`src/rtl/posture_frame_judge.sv`:
```
// posture_frame_judge
//   Frame-level posture judge that sits behind the per-pixel Y/angle threshold
//   stage. It counts flagged pixels per frame, classifies each completed frame
//   as good or bad, and debounces the result into a posture alarm.
//
// Ports
//   clk              pixel clock (single clock domain)
//   rst              synchronous active-high reset
//   y_th_flag        per-pixel Y out-of-range flag
//   angle_th_flag    per-pixel angle flag
//   vs_in            vertical sync, active-high; its rising edge closes a frame
//   de_in            data enable, qualifies the flags
//   y_pix_th         frame is bad if its Y count exceeds this
//   angle_pix_th     frame is bad if its angle count exceeds this
//   y_cnt_frame      Y-flag count of the last completed frame
//   angle_cnt_frame  angle-flag count of the last completed frame
//   frame_valid      one-cycle pulse when the frame counts update
//   frame_bad        classification of the last completed frame
//   alarm            debounced posture alarm
//   alarm_src        bit0 = Y cause, bit1 = angle cause (valid while alarm=1)
//   alarm_events     (only with POSTURE_ALARM_CNT_EN) saturating count of
//                    fresh alarm entries from IDLE/SUSPECT
//
// Optional build macro: POSTURE_ALARM_CNT_EN
//
// Debounce FSM
//   state   | meaning
//   IDLE    | no alarm, no bad frames pending
//   SUSPECT | no alarm yet, counting consecutive bad frames
//   ALARM   | alarm raised, accumulating cause bits
//   RECOVER | alarm still raised, counting consecutive good frames

module posture_frame_judge #(
  parameter int CNT_WID    = 19,
  parameter int ON_FRAMES  = 3,
  parameter int OFF_FRAMES = 5,
  parameter int FRM_WID    = 4
) (
  input  logic               clk,
  input  logic               rst,
  input  logic               y_th_flag,
  input  logic               angle_th_flag,
  input  logic               vs_in,
  input  logic               de_in,
  input  logic [CNT_WID-1:0] y_pix_th,
  input  logic [CNT_WID-1:0] angle_pix_th,
  output logic [CNT_WID-1:0] y_cnt_frame,
  output logic [CNT_WID-1:0] angle_cnt_frame,
  output logic               frame_valid,
  output logic               frame_bad,
  output logic               alarm,
  output logic [1:0]         alarm_src
`ifdef POSTURE_ALARM_CNT_EN
  ,
  output logic [15:0]        alarm_events
`endif
);

  typedef enum logic [1:0] {
    IDLE    = 2'd0,
    SUSPECT = 2'd1,
    ALARM   = 2'd2,
    RECOVER = 2'd3
  } state_t;

  localparam logic [CNT_WID-1:0] CNT_MAX = '1;
  localparam logic [CNT_WID-1:0] CNT_ONE = CNT_WID'(1);
  localparam logic [FRM_WID-1:0] FRM_ONE = FRM_WID'(1);
  localparam logic [FRM_WID-1:0] ON_CNT  = FRM_WID'(ON_FRAMES);
  localparam logic [FRM_WID-1:0] OFF_CNT = FRM_WID'(OFF_FRAMES);

  state_t             state;
  state_t             st_nxt;
  logic               vs_d;
  logic               sync_armed;
  logic [CNT_WID-1:0] y_acc;
  logic [CNT_WID-1:0] ang_acc;
  logic [CNT_WID-1:0] y_sum;
  logic [CNT_WID-1:0] ang_sum;
  logic [FRM_WID-1:0] frm_cnt;
  logic [FRM_WID-1:0] frm_nxt;
  logic [FRM_WID-1:0] frm_inc;
  logic               frame_end;
  logic [1:0]         cause;
  logic               is_bad;
  logic               alarm_nxt;
  logic [1:0]         src_nxt;

  assign frame_end = vs_in & ~vs_d;

  // Running totals including this cycle's pixel, so a pixel qualified on the
  // vs edge cycle still lands in the closing frame. Saturate, never wrap.
  always_comb begin
    y_sum   = y_acc;
    ang_sum = ang_acc;
    if (de_in && y_th_flag && (y_acc != CNT_MAX))
      y_sum = y_acc + CNT_ONE;
    if (de_in && angle_th_flag && (ang_acc != CNT_MAX))
      ang_sum = ang_acc + CNT_ONE;
  end

  assign cause   = {(ang_sum > angle_pix_th), (y_sum > y_pix_th)};
  assign is_bad  = |cause;
  assign frm_inc = frm_cnt + FRM_ONE;

  always_comb begin
    st_nxt    = state;
    frm_nxt   = frm_cnt;
    alarm_nxt = alarm;
    src_nxt   = alarm_src;
    case (state)
      IDLE: begin
        if (is_bad) begin
          frm_nxt = FRM_ONE;
          if (ON_FRAMES == 1) begin
            st_nxt    = ALARM;
            alarm_nxt = 1'b1;
            src_nxt   = cause;
          end else begin
            st_nxt = SUSPECT;
          end
        end
      end
      SUSPECT: begin
        if (is_bad) begin
          frm_nxt = frm_inc;
          if (frm_inc == ON_CNT) begin
            st_nxt    = ALARM;
            alarm_nxt = 1'b1;
            src_nxt   = cause;
          end
        end else begin
          frm_nxt = '0;
          st_nxt  = IDLE;
        end
      end
      ALARM: begin
        if (is_bad) begin
          src_nxt = alarm_src | cause;
        end else begin
          frm_nxt = FRM_ONE;
          if (OFF_FRAMES == 1) begin
            st_nxt    = IDLE;
            alarm_nxt = 1'b0;
            src_nxt   = 2'b00;
          end else begin
            st_nxt = RECOVER;
          end
        end
      end
      RECOVER: begin
        if (!is_bad) begin
          frm_nxt = frm_inc;
          if (frm_inc == OFF_CNT) begin
            st_nxt    = IDLE;
            alarm_nxt = 1'b0;
            src_nxt   = 2'b00;
          end
        end else begin
          frm_nxt = '0;
          st_nxt  = ALARM;
          src_nxt = alarm_src | cause;
        end
      end
      default: st_nxt = IDLE;
    endcase
  end

`ifdef POSTURE_ALARM_CNT_EN
  // Only fresh entries count; falling back from RECOVER is the same episode.
  logic fresh_entry;
  assign fresh_entry = (st_nxt == ALARM) && ((state == IDLE) || (state == SUSPECT));
`endif

  always_ff @(posedge clk) begin
    if (rst) begin
      state           <= IDLE;
      vs_d            <= 1'b0;
      sync_armed      <= 1'b0;
      y_acc           <= '0;
      ang_acc         <= '0;
      frm_cnt         <= '0;
      y_cnt_frame     <= '0;
      angle_cnt_frame <= '0;
      frame_valid     <= 1'b0;
      frame_bad       <= 1'b0;
      alarm           <= 1'b0;
      alarm_src       <= 2'b00;
`ifdef POSTURE_ALARM_CNT_EN
      alarm_events    <= '0;
`endif
    end else begin
      vs_d        <= vs_in;
      frame_valid <= 1'b0;
      if (frame_end) begin
        y_acc   <= '0;
        ang_acc <= '0;
        // The first edge after reset closes a partial frame: arm only.
        if (!sync_armed) begin
          sync_armed <= 1'b1;
        end else begin
          y_cnt_frame     <= y_sum;
          angle_cnt_frame <= ang_sum;
          frame_valid     <= 1'b1;
          frame_bad       <= is_bad;
          state           <= st_nxt;
          frm_cnt         <= frm_nxt;
          alarm           <= alarm_nxt;
          alarm_src       <= src_nxt;
`ifdef POSTURE_ALARM_CNT_EN
          if (fresh_entry && (alarm_events != 16'hFFFF))
            alarm_events <= alarm_events + 16'd1;
`endif
        end
      end else begin
        y_acc   <= y_sum;
        ang_acc <= ang_sum;
      end
    end
  end

endmodule

```
`config.mk`:
```
export PLATFORM = sky130hd
export DESIGN_NAME = posture_frame_judge
export DESIGN_NICKNAME = d
export VERILOG_FILES = /design/src/rtl/posture_frame_judge.sv
export SDC_FILE = /design/constraint.sdc
export NUM_CORES = 1
export LEC_CHECK = 0
export CORE_MARGIN = 3
export CORE_UTILIZATION = 35
export DETAILED_ROUTE_END_ITERATION = 8
export HOLD_SLACK_MARGIN = 0.12
export PLACE_DENSITY = 0.6
export SETUP_SLACK_MARGIN = 0.05
export SLEW_MARGIN = 20
export SYNTH_ARGS = -nofsm -noshare
export SYNTH_HDL_FRONTEND = slang
export SYNTH_SLANG_ARGS = --single-unit
```
`constraint.sdc`:
```
create_clock -name clk -period 3.9 [get_ports clk]
set_input_delay 0.39 -clock clk [delete_from_list [all_inputs] [get_ports clk]]
set_output_delay 0.39 -clock clk [all_outputs]
set_load 0.03 [all_outputs]
```
==> out/metrics.yaml, run 1 <==
floorplanning:
  initial_core_util_pct: 36.2
  core_area_sq_um: 13400
  fp.dieH_um: 124
  die_x_um: 124
  num_io_pins: 87
  rows: 42
  fp.dieArea_sq_um: 15300
timing:
  hold_violations: 0
  rsz0062_at_grt: "true"
  tightest_slew_ns: 0.948
  fin_skew_ns: 0.00508
  slew_violations: 0
  fin_crit_sh_pct: 97.4
  slew_headroom_pct: 36.4
  fin_crit_ns: 3.80
  max_freq_mhz: 263
  setup_viol: 0
power_and_ir_drop:
  p_int_w: 0.00153
  power_frac_clock_pct: 41.1
  p_seq_share_pct: 46.3
  powerDensity_nw_per_um2: 300
  share_comb_of_total_power_pct: 12.6
  leakage_nw: 3.09
  sw_frac_of_total_pct: 25.1
  irDropWorstVdd_mv: 0.192
  power.switching_w: 0.000513
  power_w: 0.00204
grt:
  grt_pass1_wl_um: 21000
  grt-ovfl-total: 0
  antenna_found_initial: 0
  grt_usage_pct: 17.6
  grt_pass1_vias: 4390
  grt_start_max_net_pins: 39
routing:
  vias: 4528
  drt-initial-drc-count: 300
  wl_per_cell_um: 14.8
  vias_per_cell: 4.95
  drc: 0
  first_pass_iters: 4
  totalWireLength_um: 13500
  final_antenna_net_count: 0
logic_synthesis:
  yosysWarningCount: 0
  synth-edff-count: 0
  async_flop_share_pct: 0
  yosysUniqueCellTypes: 55
  ys_seq_area_share_pct: 36.7
  synth_area_sq_um: 4850
  syn_nets: 682
  syn_area_per_cell_sq_um: 8.16
  synthFlopType: "dfxtp_1"
  synth_seq_cells: 89
  synthCells: 595
cts:
  cts_tree: "built"
  clock_latency_ns: 0.34
  clockRootBuffer: "clkbuf_16"
  h-tree-depth: 3
  cts_hold_buffers: 0
  cts_max_path_buffers: 2
  clkTransAtPathRegs_ns: 0.06
  cts.sinks: 89
  cts_buffers: 9
finish:
  fillCellCount: 1238
  syn_to_final_growth_pct: 40.5
  regArea_sq_um: 1790
  diodes: 0
  multi_input_area_sq_um: 2930
  drive_gt1_share_pct: 17.8
  layout_commonest_cell: "clkdlybuf4s50_1"
  utilization_pct: 50.9
  layout.nets: 821
  mostFrequentLayoutCells: "clkdlybuf4s50_1, dfxtp_1, nor2_1"
worst_setup_path:
  critPathMaxStageDelay_ns: 0.37
  critPathLaunchType: "flop"
  worst_ep_required_time_ns: 4.13
  reg2regPathDepth: 20
  path_cells: "ha_4 -> nand2_2 -> or3_4 -> o311ai_4 -> buf_6 -> nor3_4 -> buf_6 -> nand2_1 -> nor2_2 -> xnor2_2 -> inv_1 -> ha_4 -> nand4_1 -> nor4_2 -> o21ai_1 -> o211ai_1 -> o21ai_4 -> o211a_1 -> and3_1 -> a31o_2"
  crit_type: "reg -> reg"
  cp_max_fo: 8
  r2r_end: "frm_cnt[2]"
  rrSetupSlack_ns: 0.10
  slowest_stage: "or3_4"
  endpoint_kind: "flop"
  timing.rr.start: "y_acc[1]"
  arrival_ns: 4.03
worst_hold_path:
  hp-start: "sync_armed"
  hp-class: "reg -> reg"
  whs_path_depth: 2
  worstHoldEndpoint: "sync_armed"
placed_design:
  place.gp.congestion: 0.924
  hpwl_um: 10200
  place.port_buffers: 86
run_status:
  status: "finished, final reports clean"
run:
  cap_violations: 0
==> logic make-up (layout without fill, tap and decap cells) <==
logic type / after synthesis / count (layout) / synth area share (%)
AND/OR/NAND/NOR: 219 / 219 / 23.4
AO/OA/AOI/OAI: 123 / 123 / 15.6
flip-flops: 89 / 89 / 36.7
buffers and inverters: 88 / 231 / 6.81
adder cells (fa/ha/maj): 43 / 43 / 11.1
XOR/XNOR: 31 / 31 / 6.06
multiplexers: 2 / 2 / 0.412
==> Yosys cell counts, types with 2 or more instances <==
cell type / instances / share of area [%]
a31o_2: 2 / 0.36
xor2_1: 13 / 2.3
nor3_2: 3 / 0.62
a21oi_1: 40 / 4.1
and2_1: 3 / 0.39
buf_1: 3 / 0.23
or2_2: 2 / 0.26
xnor2_2: 2 / 0.67
xnor2_1: 15 / 2.7
inv_1: 65 / 5.0
a21o_1: 4 / 0.62
nor4_1: 4 / 0.52
o21ai_1: 3 / 0.31
and3_1: 8 / 1.0
nand4_1: 25 / 3.2
a31oi_1: 4 / 0.52
o211ai_1: 2 / 0.31
a211oi_1: 7 / 1.1
ha_1: 43 / 11
nor2_1: 80 / 6.2
o21ai_0: 44 / 4.5
and4_1: 5 / 0.90
nor2b_1: 26 / 3.4
nand3_1: 22 / 2.3
nor3_1: 6 / 0.62
dfxtp_1: 89 / 37
o22ai_1: 3 / 0.39
mux2i_1: 2 / 0.41
nand2_2: 2 / 0.26
nand2_1: 26 / 2.0
clkbuf_1: 18 / 1.4
==> cell type report <==
| cell class | instances | share of cell area [%] |
|---|---|---|
| repair buffers | 149 | 19.8 |
| multi-input cells | 418 | 42.9 |
| clock buffers | 13 | 3.96 |
| well taps | 176 | 3.23 |
| inverters | 67 | 3.72 |
| flip-flops and latches | 89 | 26.2 |
| clock inverters | 2 | 0.183 |
==> how the worst max path moves through the flow <==
stage | start | endpoint | slack [ns] | cells after the start
global placement | de_in | frm_cnt[2] | -0.08 | 17
floorplan | y_acc[0] | frm_cnt[2] | 0.28 | 17
finish | y_acc[1] | frm_cnt[2] | 0.10 | 20
global route | y_acc[1] | frm_cnt[2] | -0.02 | 20
CTS | ang_acc[4] | frm_cnt[2] | 0.05 | 17
detailed placement | de_in | frm_cnt[3] | -0.21 | 14
==> state kept, by name, indices dropped and copies added, names as in the netlist, 2 cells and up, named ones only <==
register	flops
frm_cnt	4
angle_cnt_frame	19
y_acc	19
alarm_src	2
ang_acc	19
y_cnt_frame	19
==> metrics by stage <==
stage / TNS, ns / std cells / worst slack [ns] / hold slack [ns] / instance area [sq um]
after floorplan: 0 / 595 / 0.281 / 0.454 / 4850
after global placement: -0.375 / 891 / -0.0824 / 0.467 / 6270
after detailed placement: -1.57 / 891 / -0.205 / 0.481 / 6270
after CTS: 0 / 906 / 0.0509 / 0.495 / 6560
after global routing: -0.0612 / 914 / -0.0243 / 0.519 / 6820
final: 0 / 914 / 0.103 / 0.495 / 6820
==> what timing repair did <==
| item | 4_1_cts | 5_1_grt |
|---|---|---|
| gates resized for setup | 2 | 44 |
| buffers inserted | 0 | 8 |
| endpoints found under the setup margin | 10 | 10 |
| pin swaps | 0 | 32 |
==> per-layer routing <==
layer	part of all wire [%]	routed length [um]	global-route usage [%]	vias up
li1	-	-	-	2319
met1	46	6190	22.0	2088
met2	48	6500	29.8	104
met3	4.5	604	3.50	17
met4	1.7	227	6.57	0
met5	0	0	0	-
==> power by group through the flow <==
stage,clock network [W],logic [W],registers [W]
6_report,0.000840,0.000257,0.000946
5_1_grt,0.000893,0.000281,0.000949
4_1_cts,0.000857,0.000252,0.000946
3_5_place_dp,0,0.000250,0.000966
3_3_place_gp,0,0.000247,0.000966
2_1_floorplan,0,0.0000863,0.00101
==> worst max-delay path, delay by kind of cell (launching register included) <==
| family | cells | cell delay (ns) |
|---|---|---|
| AOI/OAI and AO/OA | 6 | 1.15 |
| xor gates and xnor gates | 1 | 0.18 |
| adders and majority gates | 2 | 0.43 |
| buffers and inverters | 3 | 0.39 |
| DFF | 1 | 0.35 |
| and+or+nand+nor | 8 | 1.20 |
No activity file was read; power rests on OpenSTA's default activity.
==> run 2: changes to the inputs <==
--- a/config.mk
+++ b/config.mk
@@ -6,10 +6,9 @@
 export NUM_CORES = 1
 export LEC_CHECK = 0
 export CORE_MARGIN = 3
-export CORE_UTILIZATION = 35
+export CORE_UTILIZATION = 23
 export DETAILED_ROUTE_END_ITERATION = 8
 export HOLD_SLACK_MARGIN = 0.12
-export PLACE_DENSITY = 0.6
 export SETUP_SLACK_MARGIN = 0.05
 export SLEW_MARGIN = 20
 export SYNTH_ARGS = -nofsm -noshare
==> run 2 against run 1 <==
Net effect: first-iteration DRC count down 40%; global-route usage down 5.4 points; non-clock buffer count unchanged; combinational power up 2%; maximum frequency up 1.4%; clock skew up 0.0022 ns; largest cell class unchanged; highest routed layer unchanged.
==> out/metrics.yaml, run 2 (synthesis results as in run 1) <==
cts:
  clockRootBuffer: "clkbuf_16"
  h-tree-depth: 3  # unchanged
  clkTransAtPathRegs_ns: 0.07  # about the same
  cts.sinks: 89  # unchanged
  cts_hold_buffers: 0  # unchanged
  cts_max_path_buffers: 2  # unchanged
  clock_latency_ns: 0.35  # about the same
  cts_tree: "built"
  cts_buffers: 9  # unchanged
routing:
  wl_per_cell_um: 13.8  # -6.7%
  vias_per_cell: 4.41  # -11%
  drc: 0  # unchanged
  drt-initial-drc-count: 179  # -40%
  first_pass_iters: 4  # unchanged
  vias: 4443  # -1.9%
  totalWireLength_um: 13900  # +2.9%
  final_antenna_net_count: 0  # unchanged
worst_setup_path:
  endpoint_kind: "flop"
  worst_ep_required_time_ns: 4.13  # about the same
  cp_max_fo: 7  # -1
  crit_type: "reg -> reg"
  critPathLaunchType: "flop"
  arrival_ns: 3.98  # -0.05 ns
finish:
  finalNonFillerCells: 1008  # +10%
  layout.nets: 821  # unchanged
  layout_commonest_cell: "clkdlybuf4s50_1"
  diodes: 0  # unchanged
  utilization_pct: 34.2  # -17 points
  drive_gt1_share_pct: 18.7  # +0.95 points
  syn_to_final_growth_pct: 44.2
  mostFrequentLayoutCells: "clkdlybuf4s50_1, dfxtp_1, nor2_1"
power_and_ir_drop:
  irDropWorstVdd_mv: 0.156  # -18%
  leakage_nw: 3.09  # -0.17%
  powerDensity_nw_per_um2: 299  # -0.12%
grt:
  antenna_found_initial: 0  # unchanged
  grt_start_max_net_pins: 39  # unchanged
  grt-ovfl-total: 0  # unchanged
  grt_pass1_wl_um: 22000  # +5.0%
  grt_pass1_vias: 4432  # +0.96%
  grt_usage_pct: 12.2  # -5.4 points
timing:
  slew_headroom_pct: 31.3  # -5.1 points
  fin_crit_sh_pct: 96.0  # -1.3 points
  hold_slack_ns: 0.495  # -0.000447 ns
  max_freq_mhz: 267  # +1.4%
  rsz0062_at_grt: "true"
  slew_violations: 0  # unchanged
  fin_skew_ns: 0.00728  # +0.00220 ns
  setup_viol: 0  # unchanged
  hold_violations: 0  # unchanged
  fin_crit_ns: 3.75  # -0.0516 ns
  tightest_slew_ns: 1.02  # +0.0754 ns
floorplanning:
  num_io_pins: 87  # unchanged
  core_area_sq_um: 20500  # +53%
  rows: 52  # +24%
  fp.dieH_um: 151  # +22%
  fp.dieArea_sq_um: 22900  # +49%
  initial_core_util_pct: 23.7  # -13 points
  die_x_um: 151  # +22%
run:
  cap_violations: 0  # unchanged
placed_design:
  place.gp.congestion: 0.861  # -6.8%
  placed_cells: 985  # +11%
  place.port_buffers: 86  # unchanged
  hpwl_um: 10500  # +3.1%
worst_hold_path:
  hp-class: "reg -> reg"
run_status:
  status: "finished, final reports clean"
## run 2: cell types whose count changed in the layout (fill, tap and decap cells not counted), moves of 3 or more
cell | before | now
xor2_2 | 1 | 5
inv_2 | 0 | 3
xor2_1 | 13 | 8
o21ai_1 | 6 | 3
## run 2: power breakdown
part           internal [W]  switching (W)  total, W
sequential         0.000933      0.0000128  0.000946
clock              0.000526       0.000361  0.000887
combinational      0.000118       0.000143  0.000261
total               0.00158       0.000517   0.00209
## run 2: area by class of cell
type,count,area [sq um]
clock inverters,3,40.0
multi-input cells,418,2990
fillers,2162,13500
clock buffers,12,256
repair buffers,149,1340
inverters,67,251
well taps,270,338
flip-flops and latches,89,1790
## run 2: timing repair
action	CTS	global route
gates resized for setup	1	49
endpoints found under the setup margin	6	10
pin swaps	0	28
buffers inserted	0	8
## run 2: worst max-delay path, cell delays in order, from the launching register on
cell	delay (ns)
dfxtp_2	0.36
ha_4	0.16
nand2_4	0.05
or3_4	0.40
o311ai_4	0.37
buf_6	0.17
nor3_2	0.05
and3_4	0.17
xor2_4	0.16
ha_4	0.27
nand4_1	0.16
nor4_4	0.35
o21ai_2	0.08
o211ai_1	0.14
o21ai_4	0.14
o211a_1	0.25
and3_1	0.14
a31o_2	0.20
## run 2: final timing paths
check                   from    endpoint  slack (ns)  cells past startpoint
setup / recovery    y_acc[1]  frm_cnt[2]        0.15                     17
hold / removal    sync_armed  sync_armed        0.49                      2
setup reg to reg    y_acc[1]  frm_cnt[2]        0.15                     17
hold reg to reg   sync_armed  sync_armed        0.49                      2
## run 2: through the flow
stage / setup WS [ns] / setup TNS (ns) / area, sq um / power, W
2_1_floorplan: 0.281 / 0 / 4850 / 0.00109
3_3_place_gp: 0.0127 / 0 / 6390 / 0.00122
3_5_place_dp: -0.0495 / -0.156 / 6390 / 0.00122
4_1_cts: 0.0625 / 0 / 6690 / 0.00211
5_1_grt: -0.0194 / -0.0557 / 7000 / 0.00219
6_report: 0.154 / 0 / 7000 / 0.00209
## run 2: metal layers
metal,track usage [%],up-vias,share of wire [%]
li1,-,2322,-
met1,15.4,2018,46
met2,20.7,96,48
met3,3.50,7,5.5
met4,2.27,0,0.56
met5,0,-,0
